==> src/rtl/ei_tdp_ram_port_master_if.sv <==
// Command, write-data, read-data and RAM-port signals of one TDP RAM port initiator.
// master: the initiator's view; slave: the agent plus RAM side.
interface ei_tdp_ram_port_master_if #(
    parameter int DATA_WIDTH = 8,
    parameter int ADDR_WIDTH = 10,
    parameter int LEN_WIDTH  = 4
);
    logic                  cmd_valid;
    logic                  cmd_ready;
    logic                  cmd_we;
    logic [ADDR_WIDTH-1:0] cmd_addr;
    logic [LEN_WIDTH-1:0]  cmd_len;
    logic                  wd_valid;
    logic                  wd_ready;
    logic [DATA_WIDTH-1:0] wd_data;
    logic                  rd_valid;
    logic                  rd_ready;
    logic [DATA_WIDTH-1:0] rd_data;
    logic                  done;
    logic [ADDR_WIDTH-1:0] ram_addr;
    logic [DATA_WIDTH-1:0] ram_data;
    logic                  ram_we;
    logic                  ram_re;
    logic [DATA_WIDTH-1:0] ram_q;

    modport master (
        input  cmd_valid, cmd_we, cmd_addr, cmd_len, wd_valid, wd_data, rd_ready, ram_q,
        output cmd_ready, wd_ready, rd_valid, rd_data, done, ram_addr, ram_data, ram_we, ram_re
    );

    modport slave (
        output cmd_valid, cmd_we, cmd_addr, cmd_len, wd_valid, wd_data, rd_ready, ram_q,
        input  cmd_ready, wd_ready, rd_valid, rd_data, done, ram_addr, ram_data, ram_we, ram_re
    );
endinterface

==> src/rtl/ei_tdp_ram_port_master.sv <==
// Burst initiator for one TDP RAM port: turns read/write burst commands into per-beat RAM
// strobes, with write data streamed in and read data returned through a 2-entry FIFO.
module ei_tdp_ram_port_master #(
    parameter int DATA_WIDTH = 8,
    parameter int ADDR_WIDTH = 10,
    parameter int LEN_WIDTH  = 4
) (
    input  logic                           clk,
    input  logic                           reset,
    ei_tdp_ram_port_master_if.master       bus
);

    typedef enum logic [1:0] {IDLE, WR, RD, DRAIN} state_t;

    state_t                state, state_nx;
    logic [ADDR_WIDTH-1:0] cur;
    logic [LEN_WIDTH-1:0]  len, cnt;
    logic                  inflight;
    logic [DATA_WIDTH-1:0] fifo_mem [2];
    logic                  wptr, rptr;
    logic [1:0]            fifo_count;

    logic cmd_ready, wd_ready, done;
    logic accept, wr_fire, rd_issue, beat, push, pop, last_beat, drained;

    assign accept    = bus.cmd_valid & cmd_ready;
    assign wr_fire   = (state == WR) & bus.wd_valid;
    assign pop       = (fifo_count != 2'd0) & bus.rd_ready;
    assign push      = inflight;
    // A beat popped this cycle frees its slot, so a steady rd_ready sustains one beat per cycle.
    assign rd_issue  = (state == RD) &&
                       (({1'b0, fifo_count} + {2'b00, inflight} - {2'b00, pop}) < 3'd2);
    assign beat      = wr_fire | rd_issue;
    assign last_beat = (cnt == len);
    assign drained   = (fifo_count == 2'd0) & ~inflight;

    always_ff @(posedge clk or posedge reset) begin
        if (reset) state <= IDLE;
        else       state <= state_nx;
    end

    always_comb begin
        state_nx  = state;
        cmd_ready = 1'b0;
        wd_ready  = 1'b0;
        done      = 1'b0;
        case (state)
            IDLE: begin
                // Held low while reset is asserted, up the moment it releases.
                cmd_ready = ~reset;
                if (bus.cmd_valid && !reset) state_nx = bus.cmd_we ? WR : RD;
            end
            WR: begin
                wd_ready = 1'b1;
                if (wr_fire && last_beat) state_nx = DRAIN;
            end
            RD: begin
                if (rd_issue && last_beat) state_nx = DRAIN;
            end
            DRAIN: begin
                if (drained) begin
                    done     = 1'b1;
                    state_nx = IDLE;
                end
            end
            default: state_nx = IDLE;
        endcase
    end

    always_ff @(posedge clk or posedge reset) begin
        if (reset) begin
            cur         <= '0;
            len         <= '0;
            cnt         <= '0;
            inflight    <= 1'b0;
            fifo_mem[0] <= '0;
            fifo_mem[1] <= '0;
            wptr        <= 1'b0;
            rptr        <= 1'b0;
            fifo_count  <= 2'd0;
        end else begin
            inflight <= rd_issue;
            if (accept) begin
                cur <= bus.cmd_addr;
                len <= bus.cmd_len;
                cnt <= '0;
            end else if (beat) begin
                cur <= cur + ADDR_WIDTH'(1);
                cnt <= cnt + LEN_WIDTH'(1);
            end
            // ram_q is valid the cycle after ram_re, which is exactly when inflight is set.
            if (push) begin
                fifo_mem[wptr] <= bus.ram_q;
                wptr           <= ~wptr;
            end
            if (pop) rptr <= ~rptr;
            case ({push, pop})
                2'b10:   fifo_count <= fifo_count + 2'd1;
                2'b01:   fifo_count <= fifo_count - 2'd1;
                default: fifo_count <= fifo_count;
            endcase
        end
    end

    assign bus.cmd_ready = cmd_ready;
    assign bus.wd_ready  = wd_ready;
    assign bus.done      = done;
    assign bus.rd_valid  = (fifo_count != 2'd0);
    assign bus.rd_data   = fifo_mem[rptr];
    assign bus.ram_we    = wr_fire;
    assign bus.ram_re    = rd_issue;
    assign bus.ram_addr  = beat ? cur : '0;
    assign bus.ram_data  = wr_fire ? bus.wd_data : '0;

endmodule

==> src/flat_wrapper.sv <==
// flat-port wrapper written by rule: the top's interface ports become plain ports
module ei_tdp_ram_port_master_flat 
#(
    parameter int DATA_WIDTH = 8,
    parameter int ADDR_WIDTH = 10,
    parameter int LEN_WIDTH  = 4
)
  (clk, reset, bus_cmd_valid, bus_cmd_we, bus_cmd_addr, bus_cmd_len, bus_wd_valid, bus_wd_data, bus_rd_ready, bus_ram_q, bus_cmd_ready, bus_wd_ready, bus_rd_valid, bus_rd_data, bus_done, bus_ram_addr, bus_ram_data, bus_ram_we, bus_ram_re);
  ei_tdp_ram_port_master_if #(.DATA_WIDTH(DATA_WIDTH), .ADDR_WIDTH(ADDR_WIDTH), .LEN_WIDTH(LEN_WIDTH)) bus_i ();
  input  logic clk;
  input  logic reset;
  input wire logic [$bits(bus_i.cmd_valid)-1:0] bus_cmd_valid;
  input wire logic [$bits(bus_i.cmd_we)-1:0] bus_cmd_we;
  input wire logic [$bits(bus_i.cmd_addr)-1:0] bus_cmd_addr;
  input wire logic [$bits(bus_i.cmd_len)-1:0] bus_cmd_len;
  input wire logic [$bits(bus_i.wd_valid)-1:0] bus_wd_valid;
  input wire logic [$bits(bus_i.wd_data)-1:0] bus_wd_data;
  input wire logic [$bits(bus_i.rd_ready)-1:0] bus_rd_ready;
  input wire logic [$bits(bus_i.ram_q)-1:0] bus_ram_q;
  output wire logic [$bits(bus_i.cmd_ready)-1:0] bus_cmd_ready;
  output wire logic [$bits(bus_i.wd_ready)-1:0] bus_wd_ready;
  output wire logic [$bits(bus_i.rd_valid)-1:0] bus_rd_valid;
  output wire logic [$bits(bus_i.rd_data)-1:0] bus_rd_data;
  output wire logic [$bits(bus_i.done)-1:0] bus_done;
  output wire logic [$bits(bus_i.ram_addr)-1:0] bus_ram_addr;
  output wire logic [$bits(bus_i.ram_data)-1:0] bus_ram_data;
  output wire logic [$bits(bus_i.ram_we)-1:0] bus_ram_we;
  output wire logic [$bits(bus_i.ram_re)-1:0] bus_ram_re;
  assign bus_i.cmd_valid = bus_cmd_valid;
  assign bus_i.cmd_we = bus_cmd_we;
  assign bus_i.cmd_addr = bus_cmd_addr;
  assign bus_i.cmd_len = bus_cmd_len;
  assign bus_i.wd_valid = bus_wd_valid;
  assign bus_i.wd_data = bus_wd_data;
  assign bus_i.rd_ready = bus_rd_ready;
  assign bus_i.ram_q = bus_ram_q;
  assign bus_cmd_ready = bus_i.cmd_ready;
  assign bus_wd_ready = bus_i.wd_ready;
  assign bus_rd_valid = bus_i.rd_valid;
  assign bus_rd_data = bus_i.rd_data;
  assign bus_done = bus_i.done;
  assign bus_ram_addr = bus_i.ram_addr;
  assign bus_ram_data = bus_i.ram_data;
  assign bus_ram_we = bus_i.ram_we;
  assign bus_ram_re = bus_i.ram_re;
  ei_tdp_ram_port_master #(.DATA_WIDTH(DATA_WIDTH), .ADDR_WIDTH(ADDR_WIDTH), .LEN_WIDTH(LEN_WIDTH)) u_core (.clk(clk), .reset(reset), .bus(bus_i));
endmodule
==> config.mk <==
export PLATFORM = sky130hd
export DESIGN_NAME = ei_tdp_ram_port_master_flat
export DESIGN_NICKNAME = d
export VERILOG_FILES = /design/src/rtl/ei_tdp_ram_port_master_if.sv /design/src/rtl/ei_tdp_ram_port_master.sv /design/src/flat_wrapper.sv
export SDC_FILE = /design/constraint.sdc
export NUM_CORES = 1
export LEC_CHECK = 0
export CELL_PAD_IN_SITES_DETAIL_PLACEMENT = 1
export CELL_PAD_IN_SITES_GLOBAL_PLACEMENT = 1
export CORE_ASPECT_RATIO = 1.75
export CORE_MARGIN = 8
export CORE_UTILIZATION = 38
export CTS_CLUSTER_SIZE = 20
export DETAILED_ROUTE_END_ITERATION = 16
export PLACE_DENSITY = 0.93
export SYNTH_ARGS = -nofsm -noshare
export SYNTH_HDL_FRONTEND = slang
export SYNTH_SLANG_ARGS = --single-unit
==> constraint.sdc <==
create_clock -name clk -period 8.5 [get_ports clk]
set_input_delay 2.125 -clock clk [delete_from_list [all_inputs] [get_ports clk]]
set_output_delay 2.125 -clock clk [all_outputs]
set_load 0.005 [all_outputs]
After elaboration in Yosys (flattened, before gate mapping)
Index checks and enable logic that the tools add are counted.

storage, ports and cells
  flip-flop bits (word level) = 41
  output and inout bits = 32
  word-level logic and storage cells = 76

cells by class
  add/sub/neg operators = 6
  order comparisons = 4
  equal/unequal tests = 10
  muxes and demuxes = 23
  bitwise operators = 11
  reductions and logical operators = 12

operators with widths
  cell                     number
  $mux W8                  5
  $mux W10                 3
  $bwmux W16               1
  $add A10 B1 Y10 const B  1
  $mux W2                  5
  $demux W8 S1             1
  $mux W4                  2
  $pmux W2 S4              1
  $eq A2 B2 Y1 const B     3
  $reduce_bool A2 Y1       3
  $logic_and A1 B1 Y1      5
  $add A4 B1 Y4 const B    1
  $and A1 B1 Y1            4
  $eq A2 B1 Y1 const B     2
  $eq A4 B4 Y1             1
  $ge A2 B2 Y1 const B     2
  $logic_not A2 Y1         2
  $mux W1                  4
  $ne A2 B1 Y1 const B     2
  $ne A2 B2 Y1 const B     2
  $not A1 Y1               4
  $not A1 Y2               2
  $pmux W2 S2              1
  $reduce_and A4 Y1        1
  other kinds (8)          8

Longest topological paths before layout
Gate-level depths: netlist of run 1.

  depth in word-level cells = 8
  mapped depth = 10

Least setup slack after synthesis of run 1
Ideal clock, no wire load.

  path type = input port to output port
  from = in bus_rd_ready
  to = out bus_ram_addr[1]
  arrival time = 3600 ps
  required time = 6375 ps
  slack = 2775 ps
  cell stages on the path = 7
  path buffers = 1
  cell sequence = nor2b_1 > and2_1 > fa_1 > xnor2_1 > a31o_2 > clkbuf_1 > and2_1

between the ends
  longest elaborated chain between the ends = 6

ends and longest elaborated chain
  item                 line                           source
  from (decl)          flat_wrapper.sv:18             input wire logic [$bits(bus_i.rd_ready)-1:0] bus_rd_ready;
  $and A1 B1 Y1        ei_tdp_ram_port_master.sv:28   assign pop = (fifo_count != 2'd0) & bus.rd_ready;
  $sub A3 B1 Y3        ei_tdp_ram_port_master.sv:32   (({1'b0, fifo_count} + {2'b00, inflight} - {2'b00, pop}) < 3'd2);
  $lt A3 B2 Y1         ei_tdp_ram_port_master.sv:32
  $logic_and A1 B1 Y1  ei_tdp_ram_port_master.sv:31   assign rd_issue = (state == RD) &&
  $or A1 B1 Y1         ei_tdp_ram_port_master.sv:33   assign beat = wr_fire | rd_issue;
  $mux W10             ei_tdp_ram_port_master.sv:112  assign bus.ram_addr = beat ? cur : '0;
  to (decl)            flat_wrapper.sv:25             output wire logic [$bits(bus_i.ram_addr)-1:0] bus_ram_addr;

No other way between the ends.

Worst setup path in the final report of run 1
  from = in bus_rd_ready
  to = out bus_ram_addr[5]

Same word-level chain as after synthesis.

==> results of run 1 <==
==> cells in the mapped netlist <==
library cell | number | area [sq um]
a2111oi_4 | 1 | 27.5
mux2_2 | 24 | 270
a21oi_1 | 1 | 5.00
nand4_1 | 4 | 25.0
nand2b_1 | 2 | 12.5
fa_1 | 1 | 20.0
nor3b_1 | 1 | 7.51
xor2_1 | 14 | 123
mux2i_1 | 5 | 50.1
nand3_1 | 5 | 25.0
a31o_2 | 1 | 8.76
dfrtp_1 | 41 | 1030
nor4_2 | 1 | 12.5
xnor2_1 | 3 | 26.3
or2_1 | 1 | 6.26
a21boi_1 | 1 | 7.51
and3_1 | 9 | 56.3
clkbuf_1 | 8 | 30.0
nor2b_1 | 4 | 25.0
a21o_1 | 1 | 7.51
ha_1 | 6 | 75.1
nand2_1 | 30 | 113
o21ai_0 | 12 | 60.1
a21boi_0 | 1 | 7.51
o31ai_1 | 1 | 7.51
and2_1 | 14 | 87.6
or3_1 | 1 | 6.26
nor2_1 | 9 | 33.8
and4_1 | 1 | 8.76
o21a_1 | 1 | 7.51
inv_1 | 5 | 18.8
a31oi_1 | 2 | 12.5
buf_2 | 1 | 5.00
==> cells by family (layout without fill, tap and decap cells) <==
logic type / count (synthesis) / in the layout / share of synthesized area
flops: 41 / 41 / 0.463
mux: 29 / 29 / 0.145
compound gates: 22 / 22 / 0.0684
xor+xnor: 17 / 17 / 0.0672
fa+ha+maj: 7 / 7 / 0.0429
buf+inv: 14 / 81 / 0.0243
simple gates: 82 / 82 / 0.189
==> power by group through the flow <==
stage | clock network, W | logic (W) | registers, W
after floorplan | 0 | 0.000331 | 0.000343
after global placement | 0 | 0.000509 | 0.000372
after detailed placement | 0 | 0.000530 | 0.000379
after CTS | 0.000168 | 0.000532 | 0.000375
after global routing | 0.000173 | 0.000577 | 0.000390
final | 0.000162 | 0.000518 | 0.000373
==> path summary, 6_finish.rpt <==
| check | to | from | slack, ns | cells past startpoint |
|---|---|---|---|---|
| max in group asynchronous | u_core.fifo_mem[3] | reset | 5.80 | 3 |
| min in group asynchronous | u_core.cur[6] | reset | 2.33 | 3 |
| min reg2reg | u_core.len[0] | u_core.len[0] | 0.50 | 2 |
| max reg2reg | u_core.cur[9] | u_core.fifo_count[1] | 5.68 | 8 |
| max | bus_ram_addr[5] | bus_rd_ready | 1.54 | 8 |
| min | u_core.len[0] | u_core.len[0] | 0.50 | 2 |
==> metrics by stage <==
stage / util / area (sq um) / setup WS, ns
2_1_floorplan: - / 2210 / 2.78
3_3_place_gp: 0.515 / 2960 / 1.59
3_5_place_dp: 0.515 / 2960 / 1.53
4_1_cts: 0.535 / 3070 / 1.51
5_1_grt: 0.535 / 3070 / 1.34
6_report: 0.535 / 3070 / 1.54
==> metal layers <==
metal	global-route usage	wire (microns)	up-vias
met5	0	0	-
met4	0.0456	65	0
met3	0.0375	263	5
met2	0.279	3320	39
met1	0.146	2110	870
li1	-	-	846
==> critical path, stage by stage <==
cell,delay (ns)
clkdlybuf4s50_1,0.57
nor2b_1,0.18
o21ai_0,0.13
fa_1,0.42
xnor2_1,0.18
a31o_2,0.47
and2_1,0.24
clkdlybuf4s50_1,0.51
==> area by class of cell <==
class	instances	area, sq um
multi-input combinational	157	1130
fill	663	2670
clock inverter	1	30.0
tap	78	97.6
sequential	41	1030
clock buffer	7	86.3
timing repair buffer	68	678
inverter	5	18.8
==> registers in the layout (all words and copies together) (netlist names) <==
register / count
u_core.fifo_mem: 16
u_core.cur: 10
u_core.cnt: 4
u_core.len: 4
u_core.fifo_count: 2
u_core.state: 2
u_core.inflight: 1
u_core.rptr: 1
u_core.wptr: 1
==> summary.txt, run 1 <==
Outcome
  • Status: completed

Synthesis
  • Cell variety after synth: 33
  • YS warnings: 0
  • Post-synthesis register bit count: 41
  • Syn_nets: around 260
  • Syn_area_per_cell: between 10 and 15 sq um
  • Mapped cell area: 2210 sq um
  • Mapped Cells: 212
  • Seq/Total Area, Yosys: 0.463

Detailed routing
  • Vias after detailed routing: 1760
  • Drt first pass iters: 3
  • Via density: between 4 and 5
  • Residual DRC: 0
  • Final wirelength: 5760 microns
  • Detail Route Antenna Nets: 0
  • Starting DRT DRC Count: 34
  • DR WL/cell: about 16 microns

Placement
  • RePlAce Congestion: between 0.7 and 0.8
  • Final HPWL DP: 4550 microns
  • Port Buf Inserts: 67
  • Dpl cells: about 350

Clock network
  • H-tree depth: 2
  • Clk sinks: 41
  • Worst-skew pair later-pin latency: 0.29 ns
  • Post_cts resized: 0
  • Root Buffer Master: clkbuf_8
  • CTS tree: done
  • Clk buf depth: 2
  • Hold_buf cts: 0
  • Clk pin slew, worst setup/hold paths: 0.08 ns
  • Post-CTS setup buffer count: 0
  • Total CTS buffers: 5

Timing
  • Tmin final: roughly 7.0 ns
  • F_max: approximately 140 MHz
  • Clock skew: between 0.006 and 0.007 ns
  • Setup violators final: 0
  • Max-slew headroom: 0.481
  • Hold WS: ~0.50 ns
  • Final hold violation count: 0
  • RSZ-0062 raised after global routing: no
  • Least-Margin Pin Slew: between 0.7 and 0.8 ns
  • Setup tns final: 0 ns
  • Period utilization: 0.819
  • Max-slew violations: 0

Floorplanning
  • CORE AREA: between 5000 and 6000 sq um
  • Die Span X: 73.7 microns
  • Initial core utilization: 0.386
  • Die area: around 8600 sq um
  • Die height: 117 microns
  • Placement Rows: 37
  • # IOs: just under 70

Power
  • Sw Pwr: 0.000359 W
  • P_int: roughly 0.00069 W
  • Logic gate share of total power: 0.492
  • Sw frac: 0.341
  • Flop pwr share: 0.355
  • Power per cell area: 343 nW/um^2
  • Clk pwr share: 0.154
  • Total power: around 0.0011 W
  • Pleak: ~1.3 nW
  • VDD IR-drop max: about 0.17 mV

Layout
  • Most frequent cells in the layout: clkdlybuf4s50_1, dfrtp_1, nand2_1
  • N_diodes: 0
  • Most common cell after layout, fill and taps aside: clkdlybuf4s50_1
  • Fin cells: roughly 360
  • Area delta synth->final: 38.7%
  • Fin nets: roughly 320
  • Share of layout cells above drive strength 1: 0.125

Global routing
  • Largest net degree at the start of global routing: 42
  • Total GRT Usage: 0.146
  • Antenna violations before repair: 0
  • First-pass GRT wire length: 9800 microns
  • Grt ovf: 0
  • Number of global-route vias before repair: between 2000 and 2500

Setup path
  • Worst Path Required: approximately 6.4 ns
  • Data arrival time of the critical path: ~4.8 ns
  • Worst Path Max Fanout: 23
  • Worst Setup End Kind: output port
  • CP startpoint kind: primary input
  • Critical path class: primary input to output port

Min path
  • Hold crit path type: flip-flop to flip-flop

Job
  • Max_cap viols: 0
No activity file was read; power rests on OpenSTA's default activity.
==> inputs of run 2 (changes only) <==
Settings changed: CORE_UTILIZATION 38 to 32, PLACE_DENSITY 0.93 to 0.84.
Clock period 8.5 ns to 5.79 ns, I/O delays scaled along.
==> summary.txt, run 2 (synthesis results as in run 1) <==
Outcome
  • Status: completed (unchanged)

Timing
  • Clock skew: 0.00757 ns (was 0.00607 ns)
  • Period utilization: 0.948
  • Setup tns final: 0 ns (unchanged)
  • RSZ-0062 raised after global routing: no (unchanged)
  • Setup violators final: 0 (unchanged)
  • F_max: about 180 MHz
  • Max-slew headroom: 0.457 (was 0.481)
  • Tmin final: around 5.5 ns
  • Max-slew violations: 0 (unchanged)
  • Least-Margin Pin Slew: 0.814 ns (was 0.776 ns)
  • Final hold violation count: 0 (unchanged)

Placement
  • RePlAce Congestion: 0.706 (was 0.758)
  • Final HPWL DP: 4560 microns (was 4550 microns)
  • Placed inst area: 2970 sq um (was 2960 sq um)
  • Port Buf Inserts: 67 (unchanged)

Job
  • Max_cap viols: 0 (unchanged)

Layout
  • Most frequent cells in the layout: clkdlybuf4s50_1, dfrtp_1, nand2_1 (unchanged)
  • Share of layout cells above drive strength 1: 0.132 (was 0.125)
  • Max FFs per register: 16 (unchanged)
  • Biggest register: u_core.fifo_mem (unchanged)
  • N_diodes: 0 (unchanged)
  • Area delta synth->final: 42.5% (was 38.7%)
  • Largest regs: u_core.fifo_mem (16), u_core.cur (10) (unchanged)
  • Util after Layout: 0.464 (was 0.535)
  • Final Cell Area: 3160 sq um (was 3070 sq um)
  • Fin nets: 322 (was 321)
  • Fillcell total: 764 (was 663)
  • Most common cell after layout, fill and taps aside: clkdlybuf4s50_1 (unchanged)

Power
  • Power per cell area: 525 nW/um^2 (was 343 nW/um^2)
  • Flop pwr share: 0.330 (was 0.355)
  • Logic gate share of total power: 0.474 (was 0.492)
  • Pleak: 1.34 nW (was 1.31 nW)
  • P_int: 0.00111 W (was 0.000694 W)
  • Sw Pwr: 0.000552 W (was 0.000359 W)
  • Clk pwr share: 0.196 (was 0.154)
  • VDD IR-drop max: 0.201 mV (was 0.173 mV)
  • Sw frac: 0.333 (was 0.341)

Clock network
  • H-tree depth: 2 (unchanged)
  • Root Buffer Master: clkbuf_16 (was clkbuf_8)
  • Worst-skew pair later-pin latency: 0.28 ns (was 0.29 ns)
  • Post-CTS setup buffer count: 0 (unchanged)
  • CTS tree: done (unchanged)
  • Clk sinks: 41 (unchanged)
  • Clk pin slew, worst setup/hold paths: 0.05 ns (was 0.08 ns)
  • Clk buf depth: 2 (unchanged)
  • Total CTS buffers: 5 (unchanged)
  • Post_cts resized: 0 (unchanged)
  • Hold_buf cts: 0 (unchanged)

Global routing
  • Antenna violations before repair: 0 (unchanged)
  • Number of global-route vias before repair: 2042 (was 2008)
  • Grt ovf: 0 (unchanged)
  • Total GRT Usage: 0.123 (was 0.146)
  • Largest net degree at the start of global routing: 42 (unchanged)
  • First-pass GRT wire length: 9960 microns (was 9800 microns)

Setup path
  • FF-to-FF End: u_core.state[0] (was u_core.cur[9])
  • CP startpoint kind: primary input (unchanged)
  • FF-to-FF path depth: 8 (unchanged)
  • Buffers plus inverters on the worst setup path: 2 (unchanged)
  • Data arrival time of the critical path: 4.04 ns (was 4.83 ns)
  • Delay-heaviest family, CP: buffers and inverters (unchanged)
  • Worst Path Required: 4.34 ns (was 6.38 ns)
  • Critical path class: primary input to output port (unchanged)
  • Levels on crit path: 8 (unchanged)
  • Flop2flop setup slack: 3.08 ns (was 5.68 ns)
  • Crit. Startpoint: bus_rd_ready (unchanged)
  • Setup crit end: bus_ram_addr[5] (unchanged)
  • Crit-path slowest cell: clkdlybuf4s50_1 (unchanged)
  • Worst Setup End Kind: output port (unchanged)
  • Largest stage delay on the critical path: 0.55 ns (was 0.57 ns)
  • CP Cell Sequence: clkdlybuf4s50_1 > nor2b_1 > o21ai_0 > fa_1 > xnor2_1 > a31o_4 > and2_1 > clkdlybuf4s50_1 (was clkdlybuf4s50_1 > nor2b_1 > o21ai_0 > fa_1 > xnor2_1 > a31o_2 > and2_1 > clkdlybuf4s50_1)
  • Worst Path Max Fanout: 15 (was 23)
  • RR Startpoint: u_core.fifo_count[1] (unchanged)
  • Crit-path most repeated cell: clkdlybuf4s50_1 (unchanged)

Floorplanning
  • CORE AREA: 6810 sq um (was 5740 sq um)
  • Die area: 9940 sq um (was 8620 sq um)
  • Placement Rows: 40 (was 37)
  • Die height: 126 microns (was 117 microns)
  • # IOs: 68 (unchanged)
  • Initial core utilization: 0.325 (was 0.386)
  • Die Span X: 78.9 microns (was 73.7 microns)

Detailed routing
  • Via density: 4.91 (was 4.93)
  • DR WL/cell: 16.1 microns (about the same)
  • Starting DRT DRC Count: 52 (was 34)
  • Drt first pass iters: 4 (was 3)
  • Final wirelength: 5850 microns (was 5760 microns)
  • Detail Route Antenna Nets: 0 (unchanged)
  • Vias after detailed routing: 1786 (was 1760)
  • Residual DRC: 0 (unchanged)

Min path
  • Hold crit path type: flip-flop to flip-flop (unchanged)
==> run 2: changes by cell type in the layout (fill, tap and decap cells not counted) <==
| cell | before | now |
|---|---|---|
| clkbuf_1 | 1 | 0 |
| clkinvlp_4 | 0 | 1 |
| clkbuf_16 | 0 | 5 |
| buf_4 | 1 | 2 |
| a31o_4 | 0 | 1 |
| clkbuf_8 | 6 | 1 |
| a31o_2 | 1 | 0 |
==> run 2: area by class of cell <==
class                           instances  area, sq um  share of cell area
Clock buffer                            6          139              0.0440
Clock inverter                          2         37.5              0.0119
Inverter                                5         18.8             0.00595
Multi-Input combinational cell        157         1140               0.362
Sequential cell                        41         1030               0.325
Tap cell                               84          105              0.0333
Timing Repair Buffer                   69          686               0.217
==> run 2: metrics by stage <==
stage | total power [W] | cells | hold WS (ns) | setup slack, ns
6_report | 0.00166 | 364 | 0.489 | 0.302
2_1_floorplan | 0.000990 | 212 | 0.463 | 1.42
3_3_place_gp | 0.00131 | 356 | 0.480 | 0.355
5_1_grt | 0.00178 | 364 | 0.504 | 0.0487
4_1_cts | 0.00168 | 364 | 0.490 | 0.260
3_5_place_dp | 0.00134 | 356 | 0.479 | 0.285
==> run 2: how the worst min path moves through the flow <==
stage	endpoint	start	depth (start not counted)
2_1_floorplan	u_core.wptr	u_core.wptr	1
3_5_place_dp	u_core.wptr	u_core.wptr	1
4_1_cts	u_core.wptr	u_core.wptr	1
3_3_place_gp	u_core.wptr	u_core.wptr	1
6_report	u_core.wptr	u_core.wptr	1
5_1_grt	u_core.wptr	u_core.wptr	1
==> run 2: power groups by stage <==
stage                     clock (W)  sequential (W)  combinational [W]
after floorplan                   0        0.000504           0.000486
after global placement            0        0.000546           0.000759
after detailed placement          0        0.000554           0.000791
after CTS                  0.000333        0.000550           0.000796
after global routing       0.000343        0.000569           0.000863
final                      0.000325        0.000547           0.000786
==> run 2: layer usage <==
metal | global-route usage | up-vias | share of wire
li1 | - | 849 | -
met3 | 0.0285 | 5 | 0.041
met5 | 0 | - | 0
met2 | 0.235 | 39 | 0.56
met1 | 0.126 | 893 | 0.39
met4 | 0.0362 | 0 | 0.0091
==> inputs of run 3 (changes only) <==
Settings changed: ABC_CLOCK_PERIOD_IN_PS set to 5790, GPL_TIMING_DRIVEN set to 0.
==> summary.txt, run 3 (synthesis results as in run 1) <==
Layout
  • Share of layout cells above drive strength 1: 0.132 (about the same)
  • Fin nets: 329 (was 322)
  • Max FFs per register: 16 (unchanged)
  • Largest regs: u_core.fifo_mem (16), u_core.cur (10) (unchanged)
  • N_diodes: 0 (unchanged)
  • Final Cell Area: 3150 sq um (was 3160 sq um)
  • Fin cells: 371 (was 364)
  • Most common cell after layout, fill and taps aside: clkdlybuf4s50_1 (unchanged)
  • Area delta synth->final: 42.2% (was 42.5%)
  • Biggest register: u_core.fifo_mem (unchanged)
  • Most frequent cells in the layout: clkdlybuf4s50_1, dfrtp_1, nand2_1 (unchanged)

Detailed routing
  • Via density: 4.78 (was 4.91)
  • Top Metal Used: met4 (unchanged)
  • Final wirelength: 5800 microns (was 5850 microns)
  • Starting DRT DRC Count: 51 (was 52)
  • Detail Route Antenna Nets: 0 (unchanged)
  • Wire length on met3: 281 microns (was 241 microns)
  • Drt first pass iters: 4 (unchanged)
  • DR WL/cell: 15.6 microns (was 16.1 microns)
  • Vias after detailed routing: 1775 (was 1786)
  • Routed metal-1 wirelength: 2110 microns (was 2270 microns)
  • Residual DRC: 0 (unchanged)
  • Met2 Wirelength: 3330 microns (was 3280 microns)

Job
  • Max_cap viols: 0 (unchanged)

Clock network
  • Root Buffer Master: clkbuf_16 (unchanged)
  • Post-CTS setup buffer count: 0 (unchanged)
  • Total CTS buffers: 5 (unchanged)
  • Clk pin slew, worst setup/hold paths: 0.06 ns (was 0.05 ns)
  • H-tree depth: 2 (unchanged)
  • Clk buf depth: 2 (unchanged)
  • Clk sinks: 41 (unchanged)
  • Worst-skew pair later-pin latency: 0.28 ns (about the same)
  • CTS tree: done (unchanged)

Setup path
  • FF-to-FF path depth: 9 (was 8)
  • Buffers plus inverters on the worst setup path: 3 (was 2)
  • CP Cell Sequence: clkdlybuf4s50_1 > nor2b_1 > and2_1 > fa_1 > xnor2_1 > a31o_2 > buf_2 > and2_1 > clkdlybuf4s50_1 (was clkdlybuf4s50_1 > nor2b_1 > o21ai_0 > fa_1 > xnor2_1 > a31o_4 > and2_1 > clkdlybuf4s50_1)
  • CP startpoint kind: primary input (unchanged)
  • Largest stage delay on the critical path: 0.52 ns (was 0.55 ns)
  • Data arrival time of the critical path: 4.15 ns (was 4.04 ns)
  • Worst Setup End Kind: output port (unchanged)
  • Levels on crit path: 9 (was 8)
  • Critical path class: primary input to output port (unchanged)
  • Worst Path Required: 4.34 ns (about the same)
  • Crit-path slowest cell: clkdlybuf4s50_1 (unchanged)
  • Delay-heaviest family, CP: buffers and inverters (unchanged)
  • Worst Path Max Fanout: 10 (was 15)

Floorplanning
  • Die area: 9940 sq um (unchanged)
  • CORE AREA: 6810 sq um (unchanged)
  • Die Span X: 78.9 microns (unchanged)
  • Die height: 126 microns (unchanged)
  • # IOs: 68 (unchanged)
  • Placement Rows: 40 (unchanged)
  • Initial core utilization: 0.325 (unchanged)

Power
  • Sw Pwr: 0.000543 W (was 0.000552 W)
  • Logic gate share of total power: 0.494 (was 0.474)
  • VDD IR-drop max: 0.198 mV (was 0.201 mV)
  • Flop pwr share: 0.328 (was 0.330)
  • Clk pwr share: 0.178 (was 0.196)
  • Pleak: 1.34 nW (about the same)
  • Sw frac: 0.336 (was 0.333)
  • P_int: 0.00107 W (was 0.00111 W)
  • Power per cell area: 513 nW/um^2 (was 525 nW/um^2)

Timing
  • Max-slew headroom: 0.411 (was 0.457)
  • Tmin final: 5.60 ns (was 5.49 ns)
  • Final hold violation count: 0 (unchanged)
  • Least-Margin Pin Slew: 0.882 ns (was 0.814 ns)
  • Setup tns final: 0 ns (unchanged)
  • Clock skew: 0.00307 ns (was 0.00757 ns)
  • Period utilization: 0.967 (was 0.948)
  • RSZ-0062 raised after global routing: no (unchanged)
  • Max-slew violations: 0 (unchanged)
  • Setup violators final: 0 (unchanged)
  • F_max: 179 MHz (was 182 MHz)

Global routing
  • First-pass GRT wire length: 9830 microns (was 9960 microns)
  • Number of global-route vias before repair: 2020 (was 2042)
  • Grt ovf: 0 (unchanged)
  • Antenna violations before repair: 0 (unchanged)
  • Largest net degree at the start of global routing: 43 (was 42)
  • Total GRT Usage: 0.123 (about the same)

Min path
  • Hold Path Cell Cnt: 1 (unchanged)
  • Hold crit path type: flip-flop to flip-flop (unchanged)

Placement
  • Port Buf Inserts: 67 (unchanged)
  • Placed inst area: 2990 sq um (was 2970 sq um)
  • Final HPWL DP: 4620 microns (was 4560 microns)
  • Dpl cells: 363 (was 356)
  • RePlAce Congestion: 0.719 (was 0.706)

Outcome
  • Status: completed (unchanged)
## run 3: repair_timing
action | in CTS | in global routing
gates resized for setup | 0 | 2
endpoints found under the setup margin | 0 | 8
hold buffers | 0 | 0
endpoints found under the hold margin | 0 | 0
## run 3: final cells by class
cell class / instances / area, sq um
fill: 786 / 3660
multi-input combinational: 157 / 1130
sequential: 41 / 1030
timing repair buffer: 67 / 671
clock buffer: 7 / 153
tap: 84 / 105
buffer: 9 / 36.3
inverter: 5 / 18.8
clock inverter: 1 / 5.00
## run 3: stage by stage
stage               power, W  utilization  setup slack [ns]  hold slack (ns)
floorplan           0.000990            -              1.42            0.463
global placement     0.00131        0.439            0.0554            0.476
detailed placement   0.00135        0.439            0.0125            0.495
CTS                  0.00165        0.463           0.00140            0.506
global route         0.00174        0.463            0.0229            0.523
finish               0.00162        0.463             0.194            0.499
## run 3: power groups by stage
stage,Clock (W),Combinational (W),Sequential (W)
CTS,0.000297,0.000821,0.000531
finish,0.000288,0.000799,0.000529
global placement,0,0.000791,0.000522
detailed placement,0,0.000813,0.000534
global route,0.000308,0.000888,0.000548
floorplan,0,0.000486,0.000504
## run 3: layer usage
layer,global-route usage,vias to the layer above
met2,0.237,40
li1,-,866
met4,0.0450,0
met3,0.0313,6
met5,0,-
met1,0.120,863
## run 3: worst reg2reg max path, stage by stage, from the launching register on
cell and delay (ns):
dfrtp_1 0.47, or2_1 0.27, clkbuf_1 0.14, and2_1 0.17, fa_1 0.43, xnor2_1 0.18, and3_1 0.24, a21boi_1 0.12
a2111oi_4 0.41, mux2i_1 0.23
## run 3: path summary, 6_finish.rpt
kind	slack [ns]	startpoint	end
worst min-delay path	0.50	u_core.wptr	u_core.wptr
worst min register to register	0.50	u_core.wptr	u_core.wptr
max in group asynchronous	3.53	reset	u_core.fifo_mem[15]
min in group asynchronous	1.71	reset	u_core.cur[5]
worst max-delay path	0.19	bus_rd_ready	bus_ram_addr[0]
worst max register to register	3.07	u_core.fifo_count[1]	u_core.state[0]
